==> config.mk <==
export PLATFORM = sky130hd
export DESIGN_NAME = mem_read_pipe
export DESIGN_NICKNAME = d
export VERILOG_FILES = /design/src/rtl/mem_read_pipe.sv
export SDC_FILE = /design/constraint.sdc
export NUM_CORES = 1
export LEC_CHECK = 0
export ABC_AREA = 1
export BUFFER_PORTS_ARGS = -buffer_cell sky130_fd_sc_hd__buf_2
export CAP_MARGIN = 20
export CORE_ASPECT_RATIO = 0.7
export CORE_MARGIN = 2
export CORE_UTILIZATION = 35
export DETAILED_ROUTE_END_ITERATION = 7
export PLACE_DENSITY = 0.54
export SLEW_MARGIN = 20
export SYNTH_ARGS = -nofsm -noshare
export SYNTH_HDL_FRONTEND = slang
export SYNTH_SLANG_ARGS = --single-unit
==> constraint.sdc <==
create_clock -name clk -period 2.9 [get_ports clk]
set_input_delay 0.725 -clock clk [delete_from_list [all_inputs] [get_ports clk]]
set_output_delay 0.725 -clock clk [all_outputs]
set_load 0.005 [all_outputs]
==> src/rtl/mem_read_pipe.sv <==
// Dual-port (1W/1R) memory with a registered, LATENCY-deep read pipeline and valid strobe.
// Optional macro MEM_READ_PIPE_BYPASS_EN: same-edge same-address read returns the write data.
module mem_read_pipe #(
  parameter int WIDTH   = 32,
  parameter int DEPTH   = 8,
  parameter int ADDR_W  = 32,
  parameter int LATENCY = 1
) (
  input  logic              clk,
  input  logic              reset,
  input  logic              io_wen,
  input  logic [ADDR_W-1:0] io_waddr,
  input  logic [WIDTH-1:0]  io_wdata,
  input  logic              io_ren,
  input  logic [ADDR_W-1:0] io_raddr,
  output logic [WIDTH-1:0]  io_out,
  output logic              io_out_valid
);
  localparam int AW = (DEPTH > 1) ? $clog2(DEPTH) : 1;

  logic [WIDTH-1:0] mem [DEPTH];
  logic [AW-1:0]    waddr;
  logic [AW-1:0]    raddr;
  logic [WIDTH-1:0] stage1_d;
  logic [WIDTH-1:0] data_q [LATENCY];
  logic [LATENCY-1:0] valid_q;

  assign waddr = io_waddr[AW-1:0];
  assign raddr = io_raddr[AW-1:0];

  generate
    if (ADDR_W > AW) begin : g_unused_addr
      logic unused_addr_bits;
      assign unused_addr_bits = ^{io_waddr[ADDR_W-1:AW], io_raddr[ADDR_W-1:AW]};
    end
  endgenerate

`ifndef SYNTHESIS
  initial begin
    for (int i = 0; i < DEPTH; i++) mem[i] = WIDTH'($urandom);
  end
`endif

  // Memory has no reset so a write coincident with reset still lands.
  always_ff @(posedge clk) begin
    if (io_wen) mem[waddr] <= io_wdata;
  end

`ifdef MEM_READ_PIPE_BYPASS_EN
  assign stage1_d = (io_wen && (waddr == raddr)) ? io_wdata : mem[raddr];
`else
  assign stage1_d = mem[raddr];
`endif

  always_ff @(posedge clk) begin
    if (reset) begin
      valid_q[0] <= 1'b0;
      data_q[0]  <= '0;
    end else begin
      valid_q[0] <= io_ren;
      if (io_ren) data_q[0] <= stage1_d;
    end
  end

  // Later stages only load on an incoming valid so the output holds between reads.
  generate
    for (genvar gi = 1; gi < LATENCY; gi++) begin : g_stage
      always_ff @(posedge clk) begin
        if (reset) begin
          valid_q[gi] <= 1'b0;
          data_q[gi]  <= '0;
        end else begin
          valid_q[gi] <= valid_q[gi-1];
          if (valid_q[gi-1]) data_q[gi] <= data_q[gi-1];
        end
      end
    end
  endgenerate

  assign io_out       = data_q[LATENCY-1];
  assign io_out_valid = valid_q[LATENCY-1];

endmodule

==> results of run 1 <==
[metrics by stage]
| stage | instance area (µm²) | setup slack [ps] | std cells | util (%) |
|---|---|---|---|---|
| 2_1_floorplan | 12200 | 257.7 | 1162 | - |
| 3_3_place_gp | 13320 | 872.1 | 1678 | 38.59 |
| 3_5_place_dp | 13320 | 891.9 | 1678 | 38.59 |
| 4_1_cts | 14130 | 1001 | 1721 | 40.93 |
| 5_1_grt | 14130 | 994.1 | 1721 | 40.93 |
| 6_report | 14130 | 1031 | 1722 | 40.93 |
[synthesized netlist by cell type]
master    count
nand3_1     160
inv_2         1
edfxtp_1    288
or2_2         1
inv_1       261
buf_1         7
nor2_1       73
nand2_1     326
buf_2        38
clkbuf_1      6
dfxtp_1       1
[layer usage]
metal  up-vias  part of all wire [%]  GRT usage (%)
met3        35                   3.5          2.889
met4         2                   1.6          2.822
li1       3800                     -              -
met2        88                    46          24.50
met5         -                 0.045              0
met1      3486                    49          21.03
[logic make-up (layout without fill, tap and decap cells)]
| family | Yosys count | count (layout) | synth area share (%) |
|---|---|---|---|
| simple gates | 560 | 560 | 18.90 |
| buf+inv | 313 | 400 | 10.02 |
| flops | 289 | 289 | 71.08 |
| other cells | 0 | 1 | 0 |
[worst max path at each step]
stage                  startpoint       endpoint  slack, ps  cells after the start
finish               data_q[0][1]      io_out[1]       1030                      1
global route         data_q[0][1]      io_out[1]        990                      1
CTS                 data_q[0][13]     io_out[13]       1000                      1
detailed placement    io_raddr[1]  data_q[0][11]        890                      7
global placement      io_raddr[1]  data_q[0][29]        870                      7
floorplan             io_waddr[0]      mem[0][0]        260                      3
[cell type report]
type,count,area (µm²)
flip-flops and latches,289,8668
diodes,1,2.502
clock buffers,36,752.0
clock inverters,7,53.80
repair buffers,95,705.7
fillers,3314,20390
inverters,262,984.7
multi-input cells,560,2372
well taps,472,590.6
[power by group through the flow]
| stage | logic (W) | clock network (W) | registers, W |
|---|---|---|---|
| after floorplan | 0.000329 | 0 | 0.00489 |
| after detailed placement | 0.000595 | 0 | 0.00488 |
| final | 0.000587 | 0.00334 | 0.00479 |
| after global placement | 0.000588 | 0 | 0.00488 |
| after global routing | 0.000671 | 0.00360 | 0.00480 |
| after CTS | 0.000598 | 0.00343 | 0.00479 |
[flip-flops by register name (all words and copies together), names as in the netlist]
signal        count
data_q           32
io_out_valid      1
mem             256
[cell usage in the layout (no fill, tap or decap), drive strengths merged, types with 7 or more instances in the layout]
cell type	synthesis	routed
inv	262	261
buf	45	95
nor2	73	73
clkbuf	6	36
clkinv	0	7
nand3	160	160
nand2	326	326
edfxtp	288	288
==> impl_metrics.env, run 1 <==
export IMPL_p_sw_w=0.001887
export IMPL_arrival_ps=1140
export IMPL_clkTransAtPathRegs_ps=60
export IMPL_drv_slew=0
export IMPL_cpLargestDelayFamily="flip-flops"
export IMPL_synth_area_leaders="edfxtp_1 (71%), nand2_1 (10%), inv_1 (8.0%), nand3_1 (6.6%), nor2_1 (2.2%)"
export IMPL_tightestPinTransition_ps=582.4
export IMPL_grt_pass1_wl_mm=41.46
export IMPL_synth_net_count=1262
export IMPL_cp_max_fo=1
export IMPL_worstHoldStart="io_wdata[6]"
export IMPL_port_buffers=74
export IMPL_fmax_ghz=0.5351
export IMPL_synth_seq_area_share_pct=71.08
export IMPL_drtIter0Drc=462
export IMPL_holdPathStages=1
export IMPL_slowest_stage="edfxtp_1"
export IMPL_slew_headroom_pct=61.17
export IMPL_r2r_start="mem[6][30]"
export IMPL_die_w_um=227.1
export IMPL_die_y_um=160.2
export IMPL_finalPower_w=0.008718
export IMPL_powerDensity_nw_per_um2=617.0
export IMPL_cp_cell_sequence="buf_2"
export IMPL_first_global_vias=7064
export IMPL_synth_top_area_cell="edfxtp_1"
export IMPL_swShare_pct=21.65
export IMPL_cts_repair_resized=0
export IMPL_place_gp_congestion=0.6760
export IMPL_drive_gt1_share_pct=11.05
export IMPL_num_vias=7411
export IMPL_cts_max_level=1
export IMPL_synthCells=1162
export IMPL_gr_total_overflow=0
export IMPL_post_route_min_period_ps=1869
export IMPL_root_buffer="clkbuf_16"
export IMPL_rows=57
export IMPL_clkPwrFrac_pct=38.3
export IMPL_tritoncts="yes"
export IMPL_hp_class="in2reg"
export IMPL_hold_violations=0
export IMPL_ir_worst_vdd_uv=345.7
export IMPL_status="finished, final reports clean"
export IMPL_power_frac_comb_pct=6.7
export IMPL_maxCapViolations=0
export IMPL_hold_end="mem[1][6]"
export IMPL_cts_setup_buffers=0
export IMPL_whs_ps=434.9
export IMPL_detail_route_antenna_nets=0
export IMPL_r2r_cells=6
export IMPL_cts_buffers_inserted=28
export IMPL_criticalPathCategory="reg2out"
export IMPL_synth_cell_types=11
export IMPL_via_per_inst=4.304
export IMPL_cp_required_ps=2170
export IMPL_core_um2=34520
export IMPL_ys_seq_elements=289
export IMPL_p_leak_nw=6.204
export IMPL_grt_max_degree=69
export IMPL_wire_per_inst_um=15.41
export IMPL_max_stage_delay_ps=440
export IMPL_rsz0062_at_grt="false"
export IMPL_setup_viol=0
export IMPL_fin_skew_ps=17.75
export IMPL_antenna_found_initial=2
export IMPL_finalCritPeriodShare_pct=64.44
export IMPL_crit_path_end_kind="output port"
export IMPL_wirelength_mm=26.53
export IMPL_synth_top_area_share_pct=70.91
export IMPL_dieArea_um2=36380
export IMPL_r2r_slack_ps=1800
export IMPL_worstReg2RegEnd="data_q[0][30]"
export IMPL_clock_sinks=289
export IMPL_cts_hold_buf=0
export IMPL_syn2layout_area_growth_pct=15.86
export IMPL_syn_cell_area_um2=12200
export IMPL_clock_path_buffers=3
export IMPL_dr_pass1_iters=4
export IMPL_ios=133
export IMPL_start_util_pct=35.33
export IMPL_p_int_w=0.006831
export IMPL_synth_warnings=0
export IMPL_nNetsFinal=1336
export IMPL_start_kind="register"
export IMPL_power_frac_seq_pct=55.0
export IMPL_dp_hpwl_mm=12.89
export IMPL_grtUsageTotal_pct=15.02
export IMPL_drcViolationCount=0
export IMPL_fin_tns_setup_ps=0
export IMPL_syn_avg_cell_area_um2=10.50
export IMPL_path_buf_inv=1
export IMPL_clk_latency_ps=560
Power figures use the tool's default switching activity.
==> run 2: changes to the inputs <==
ABC_AREA = 0   (was 1)
PLACE_DENSITY = 0.56   (was 0.54)
clock period = 1.5 ns   (was 2.9 ns; I/O delays follow)
==> run 2 against run 1 <==
Effect of this change:
- the flow now finishes with violations (setup timing)
- clock power is 110% higher
- clock skew is 5.3 ps lower
- global-route usage is 0.29 points lower
- design area is 3.7% lower
- hold slack worse by 340 ps
- critical path depth stayed put
- sequential power is 94% higher
- die area is 8.3% lower
- largest cell class unchanged
==> impl_metrics.env, run 2 <==
export IMPL_cpLargestDelayFamily="flip-flops"
export IMPL_fin_tns_setup_ps=-4.286
export IMPL_drcViolationCount=0
export IMPL_gr_total_overflow=0
export IMPL_rsz0062_at_grt="true"
export IMPL_num_vias=5632
export IMPL_whs_ps=90.28
export IMPL_place_gp_congestion=0.7457
export IMPL_clk_latency_ps=540
export IMPL_slew_headroom_pct=75.02
export IMPL_clock_path_buffers=3
export IMPL_post_route_min_period_ps=1504
export IMPL_largest_reg_flops=256
export IMPL_wire_per_inst_um=20.91
export IMPL_grtUsageTotal_pct=14.73
export IMPL_layout_commonest_cell="edfxtp_1"
export IMPL_fill_cells=2702
export IMPL_tightestPinTransition_ps=371.9
export IMPL_grt_pass1_wl_mm=36.87
export IMPL_finalPower_w=0.01743
export IMPL_largest_register="mem"
export IMPL_setup_ws_ps=-4.286
export IMPL_clock_sinks=289
export IMPL_r2r_cells=3
export IMPL_status="finished with violations"
export IMPL_root_buffer="clkbuf_16"
export IMPL_drive_gt1_share_pct=37.74
export IMPL_synth_warnings=0
export IMPL_powerDensity_nw_per_um2=1281
export IMPL_most_common_layout_cells="edfxtp_1 (288), buf_2 (73), mux2_2 (63)"
export IMPL_synthCells=598
export IMPL_grt_max_degree=33
export IMPL_antenna_found_initial=2
export IMPL_path_buf_inv=1
export IMPL_hold_violations=0
export IMPL_arrival_ps=1130
export IMPL_synth_net_count=698
export IMPL_maxCapViolations=0
export IMPL_start_kind="register"
export IMPL_tritoncts="yes"
export IMPL_die_y_um=153.4
export IMPL_holdPathStages=1
export IMPL_via_per_inst=4.843
export IMPL_die_w_um=217.4
export IMPL_async_flop_share_pct=0
export IMPL_clkTransAtPathRegs_ps=70
export IMPL_first_global_vias=6016
export IMPL_cp_required_ps=1120
export IMPL_synth_seq_area_share_pct=77.69
export IMPL_fin_cells=1163
export IMPL_wirelength_mm=24.31
export IMPL_criticalPathCategory="reg2out"
export IMPL_dr_pass1_iters=4
export IMPL_cts_buffers_inserted=28
export IMPL_start_util_pct=35.67
export IMPL_syn_cell_area_um2=11160
export IMPL_cp_cell_sequence="buf_2"
export IMPL_ir_worst_vdd_uv=776.1
export IMPL_worstHoldStart="io_wdata[7]"
export IMPL_worstReg2RegEnd="data_q[0][19]"
export IMPL_port_buffers=74
export IMPL_finalCritPeriodShare_pct=100.3
export IMPL_drv_slew=0
export IMPL_dp_hpwl_mm=14.42
export IMPL_synth_top_area_cell="edfxtp_1"
export IMPL_failed_checks="setup timing"
export IMPL_drtIter0Drc=312
export IMPL_hold_end="mem[2][7]"
export IMPL_cp_max_fo=1
export IMPL_syn2layout_area_growth_pct=21.94
export IMPL_p_leak_nw=4.621
export IMPL_fmax_ghz=0.6648
export IMPL_core_um2=31280
export IMPL_nNetsFinal=822
export IMPL_synth_common_cells="edfxtp_1 (288), mux2_2 (63), nor2b_1 (33), nor3_1 (33)"
export IMPL_yosysMostFrequentCell="edfxtp_1"
export IMPL_fin_skew_ps=12.40
export IMPL_synth_cell_types=23
export IMPL_r2r_slack_ps=200
export IMPL_hp_class="in2reg"
export IMPL_place_ws_ps=-269.4
export IMPL_synth_area_leaders="edfxtp_1 (78%), mux2_2 (6.4%), mux2_4 (3.9%), a211oi_1 (2.2%), nor2b_1 (1.9%)"
export IMPL_max_stage_delay_ps=430
export IMPL_crit_path_end_kind="output port"
export IMPL_ios=133
export IMPL_r2r_start="mem[6][19]"
export IMPL_synth_top_area_share_pct=77.51
export IMPL_cts_max_level=1
export IMPL_synthFlopType="edfxtp_1"
export IMPL_setup_viol=1
export IMPL_synth_edf_count=288
export IMPL_dieArea_um2=33340
export IMPL_ys_seq_elements=289
export IMPL_detail_route_antenna_nets=0
export IMPL_slowest_stage="edfxtp_1"
export IMPL_rows=54
export IMPL_placed_cells=1112
export IMPL_syn_avg_cell_area_um2=18.66
-- run 2: cell types whose count changed in the layout (fill, tap and decap cells not counted), sizes merged, moves of 5 or more --
cell	previous run	this run
a211oi	0	32
buf	95	128
inv	261	0
mux2	0	96
nand2	326	3
nand2b	0	5
nand3	160	0
nor2	73	6
nor2b	0	33
nor3	0	34
o21ai	0	32
o22ai	0	32
-- run 2: routing by layer --
metal	share of wire (%)	track usage, %	vias to the layer above
li1	-	-	2636
met1	46	19.98	2858
met2	48	24.40	99
met3	4.2	3.184	37
met4	1.8	3.196	2
met5	0.053	0	-
-- run 2: power breakdown --
group,internal (W),switching (W)
Sequential,0.00921,0.0000712
Combinational,0.000504,0.000610
Clock,0.00410,0.00294
Total,0.0138,0.00362
-- run 2: final cells by class --
| cell class | count | area [µm²] | share of cell area (%) |
|---|---|---|---|
| sequential | 289 | 8668 | 63.72 |
| multi-input combinational | 275 | 2359 | 17.34 |
| timing repair buffer | 128 | 1120 | 8.231 |
| clock buffer | 36 | 802.0 | 5.895 |
| tap | 420 | 525.5 | 3.863 |
| clock inverter | 14 | 127.6 | 0.9381 |
| antenna | 1 | 2.502 | 0.01839 |
-- run 2: cells by family after synthesis --
family	Yosys count	share of synthesized area (%)
flops	289	77.69
buf+inv	34	2.086
compound gates	96	5.439
mux	96	10.67
simple gates	83	4.116
-- run 2: repair_timing --
| action | in CTS | in global routing |
|---|---|---|
| setup buffers | 0 | 0 |
| gates resized for setup | 0 | 0 |
| hold buffers | 0 | 0 |
| setup endpoints to repair | 1 | 1 |
-- run 2: how the worst max path moves through the flow --
stage	slack, ps	startpoint	cells past startpoint	to
6_report	-4	data_q[0][16]	1	io_out[16]
5_1_grt	-40	data_q[0][16]	1	io_out[16]
4_1_cts	-20	data_q[0][16]	1	io_out[16]
3_5_place_dp	-270	io_raddr[0]	5	data_q[0][18]
3_3_place_gp	-240	io_raddr[0]	5	data_q[0][18]
2_1_floorplan	-300	io_waddr[1]	2	mem[0][0]
-- run 2: stage by stage --
step / area [µm²] / util, %
final: 13600 / 43.49
after global routing: 13600 / 43.48
after CTS: 13600 / 43.48
after detailed placement: 12670 / 40.51
after global placement: 12670 / 40.51
after floorplan: 11260 / -
==> run 3: changes to the inputs <==
ABC_AREA = 1   (was 0)
==> run 3 against run 2 <==
Effect of this change:
- global-route usage rose by 0.37 points
- utilization decreased by 0.50 points
- the run now ends clean
- register-to-register slack better by 230 ps
- first-iteration DRC count grew 90%
- clock power grew 0.9%
- non-clock buffer count rose by 12
- die area increased by 9.1%
==> impl_metrics.env, run 3 (synthesis results as in run 1) <==
export IMPL_worstReg2RegEnd="data_q[0][1]"
export IMPL_clk_latency_ps=550
export IMPL_port_buffers=74
export IMPL_ir_worst_vdd_uv=953.4
export IMPL_syn2layout_area_growth_pct=21.67
export IMPL_cp_required_ps=1120
export IMPL_nNetsFinal=1382
export IMPL_hold_end="mem[3][13]"
export IMPL_max_stage_delay_ps=410
export IMPL_start_kind="register"
export IMPL_ios=133
export IMPL_powerDensity_nw_per_um2=1190
export IMPL_cts_repair_resized=0
export IMPL_clock_sinks=289
export IMPL_setup_viol=0
export IMPL_antenna_cells=0
export IMPL_clkTransAtPathRegs_ps=60
export IMPL_cts_max_level=1
export IMPL_dieArea_um2=36380
export IMPL_cpLargestDelayFamily="flip-flops"
export IMPL_slew_headroom_pct=79.98
export IMPL_placed_area_um2=13920
export IMPL_tritoncts="yes"
export IMPL_drcViolationCount=0
export IMPL_drv_slew=0
export IMPL_place_ws_ps=-72.45
export IMPL_setup_ws_ps=3.785
export IMPL_core_um2=34520
export IMPL_tightestPinTransition_ps=299.2
export IMPL_criticalPathCategory="reg2out"
export IMPL_post_route_min_period_ps=1496
export IMPL_grtUsageTotal_pct=15.10
export IMPL_finalCritPeriodShare_pct=99.75
export IMPL_r2r_slack_ps=430
export IMPL_cts_setup_buffers=0
export IMPL_start_util_pct=35.33
export IMPL_cts_hold_buf=0
export IMPL_drive_gt1_share_pct=14.89
export IMPL_gr_total_overflow=0
export IMPL_wire_per_inst_um=15.18
export IMPL_num_vias=7672
export IMPL_holdPathStages=1
export IMPL_place_gp_congestion=0.7274
export IMPL_antenna_found_initial=0
export IMPL_dp_hpwl_mm=16.25
export IMPL_rows=57
export IMPL_slowest_stage="edfxtp_1"
export IMPL_wirelength_mm=26.95
export IMPL_drtIter0Drc=592
export IMPL_r2r_cells=6
export IMPL_crit_path_end_kind="output port"
export IMPL_hold_violations=0
export IMPL_first_global_vias=7249
export IMPL_clock_path_buffers=3
export IMPL_fmax_ghz=0.6684
export IMPL_grt_max_degree=34
export IMPL_p_leak_nw=6.583
export IMPL_via_per_inst=4.322
export IMPL_rsz0062_at_grt="true"
export IMPL_cp_max_fo=1
export IMPL_detail_route_antenna_nets=0
export IMPL_dr_pass1_iters=5
export IMPL_maxCapViolations=0
export IMPL_die_w_um=227.1
export IMPL_most_common_layout_cells="nand2_1 (326), edfxtp_1 (288), inv_1 (260)"
export IMPL_die_y_um=160.2
export IMPL_layout_commonest_cell="nand2_1"
export IMPL_worstHoldStart="io_wdata[13]"
export IMPL_grt_pass1_wl_mm=42.11
export IMPL_final_area_um2=14840
export IMPL_r2r_start="mem[2][1]"
export IMPL_cp_cell_sequence="buf_2"
export IMPL_cts_buffers_inserted=29
export IMPL_status="finished, final reports clean"
export IMPL_hp_class="in2reg"
export IMPL_arrival_ps=1120
export IMPL_fin_skew_ps=17.59
export IMPL_largest_register="mem"
export IMPL_path_buf_inv=1
export IMPL_root_buffer="clkbuf_16"
export IMPL_largest_reg_flops=256
==> run 3: cell types whose count changed in the layout (fill, tap and decap cells not counted), moves of 5 or more <==
cell	before	now
buf_12	27	35
nand2_1	2	326
buf_4	27	32
o21ai_1	32	0
clkbuf_8	5	0
o22ai_1	31	0
mux2_4	30	0
nor3_1	31	0
nor2b_1	32	0
nor2_1	0	64
mux2_2	63	0
nand3_1	0	160
inv_1	0	260
a211oi_1	32	0
==> run 3: stage by stage <==
step	TNS, ps	util [%]	hold WS [ps]	total power, W	std cells
after floorplan	-69490	-	473.9	0.01009	1162
after global placement	-491.1	40.34	645.0	0.01074	1723
after detailed placement	-392.5	40.34	644.0	0.01076	1723
after CTS	-66.81	42.99	49.71	0.01788	1775
after global routing	-102.8	42.99	80.01	0.01831	1775
final	0	42.99	71.36	0.01766	1775
==> run 3: final cells by class <==
class / count / area (µm²)
fillers: 3263 / 19680
repair buffers: 140 / 1306
inverters: 262 / 985.9
multi-input cells: 560 / 2372
flip-flops and latches: 289 / 8668
clock buffers: 34 / 744.5
clock inverters: 18 / 170.2
well taps: 472 / 590.6
==> run 3: worst max-delay path by stage <==
stage,startpoint,to,slack (ps),cells past startpoint
finish,data_q[0][12],io_out[12],4,1
global route,data_q[0][12],io_out[12],-40,1
global placement,io_raddr[0],data_q[0][13],-80,8
detailed placement,io_raddr[0],data_q[0][1],-70,8
floorplan,io_waddr[0],mem[0][0],-320,3
CTS,data_q[0][19],io_out[19],-30,1
==> run 3: per-layer routing <==
| layer | part of all wire [%] | vias up | GRT usage, % |
|---|---|---|---|
| li1 | - | 3906 | - |
| met1 | 49 | 3599 | 22.07 |
| met2 | 45 | 132 | 23.59 |
| met3 | 4.1 | 35 | 2.484 |
| met4 | 1.9 | 0 | 3.417 |
| met5 | 0 | - | 0 |
==> run 3: power by group <==
| group | internal (W) | total (W) | switching [W] |
|---|---|---|---|
| registers | 0.00920 | 0.00926 | 0.0000643 |
| clock network | 0.00406 | 0.00710 | 0.00304 |
| logic | 0.000496 | 0.00130 | 0.000805 |
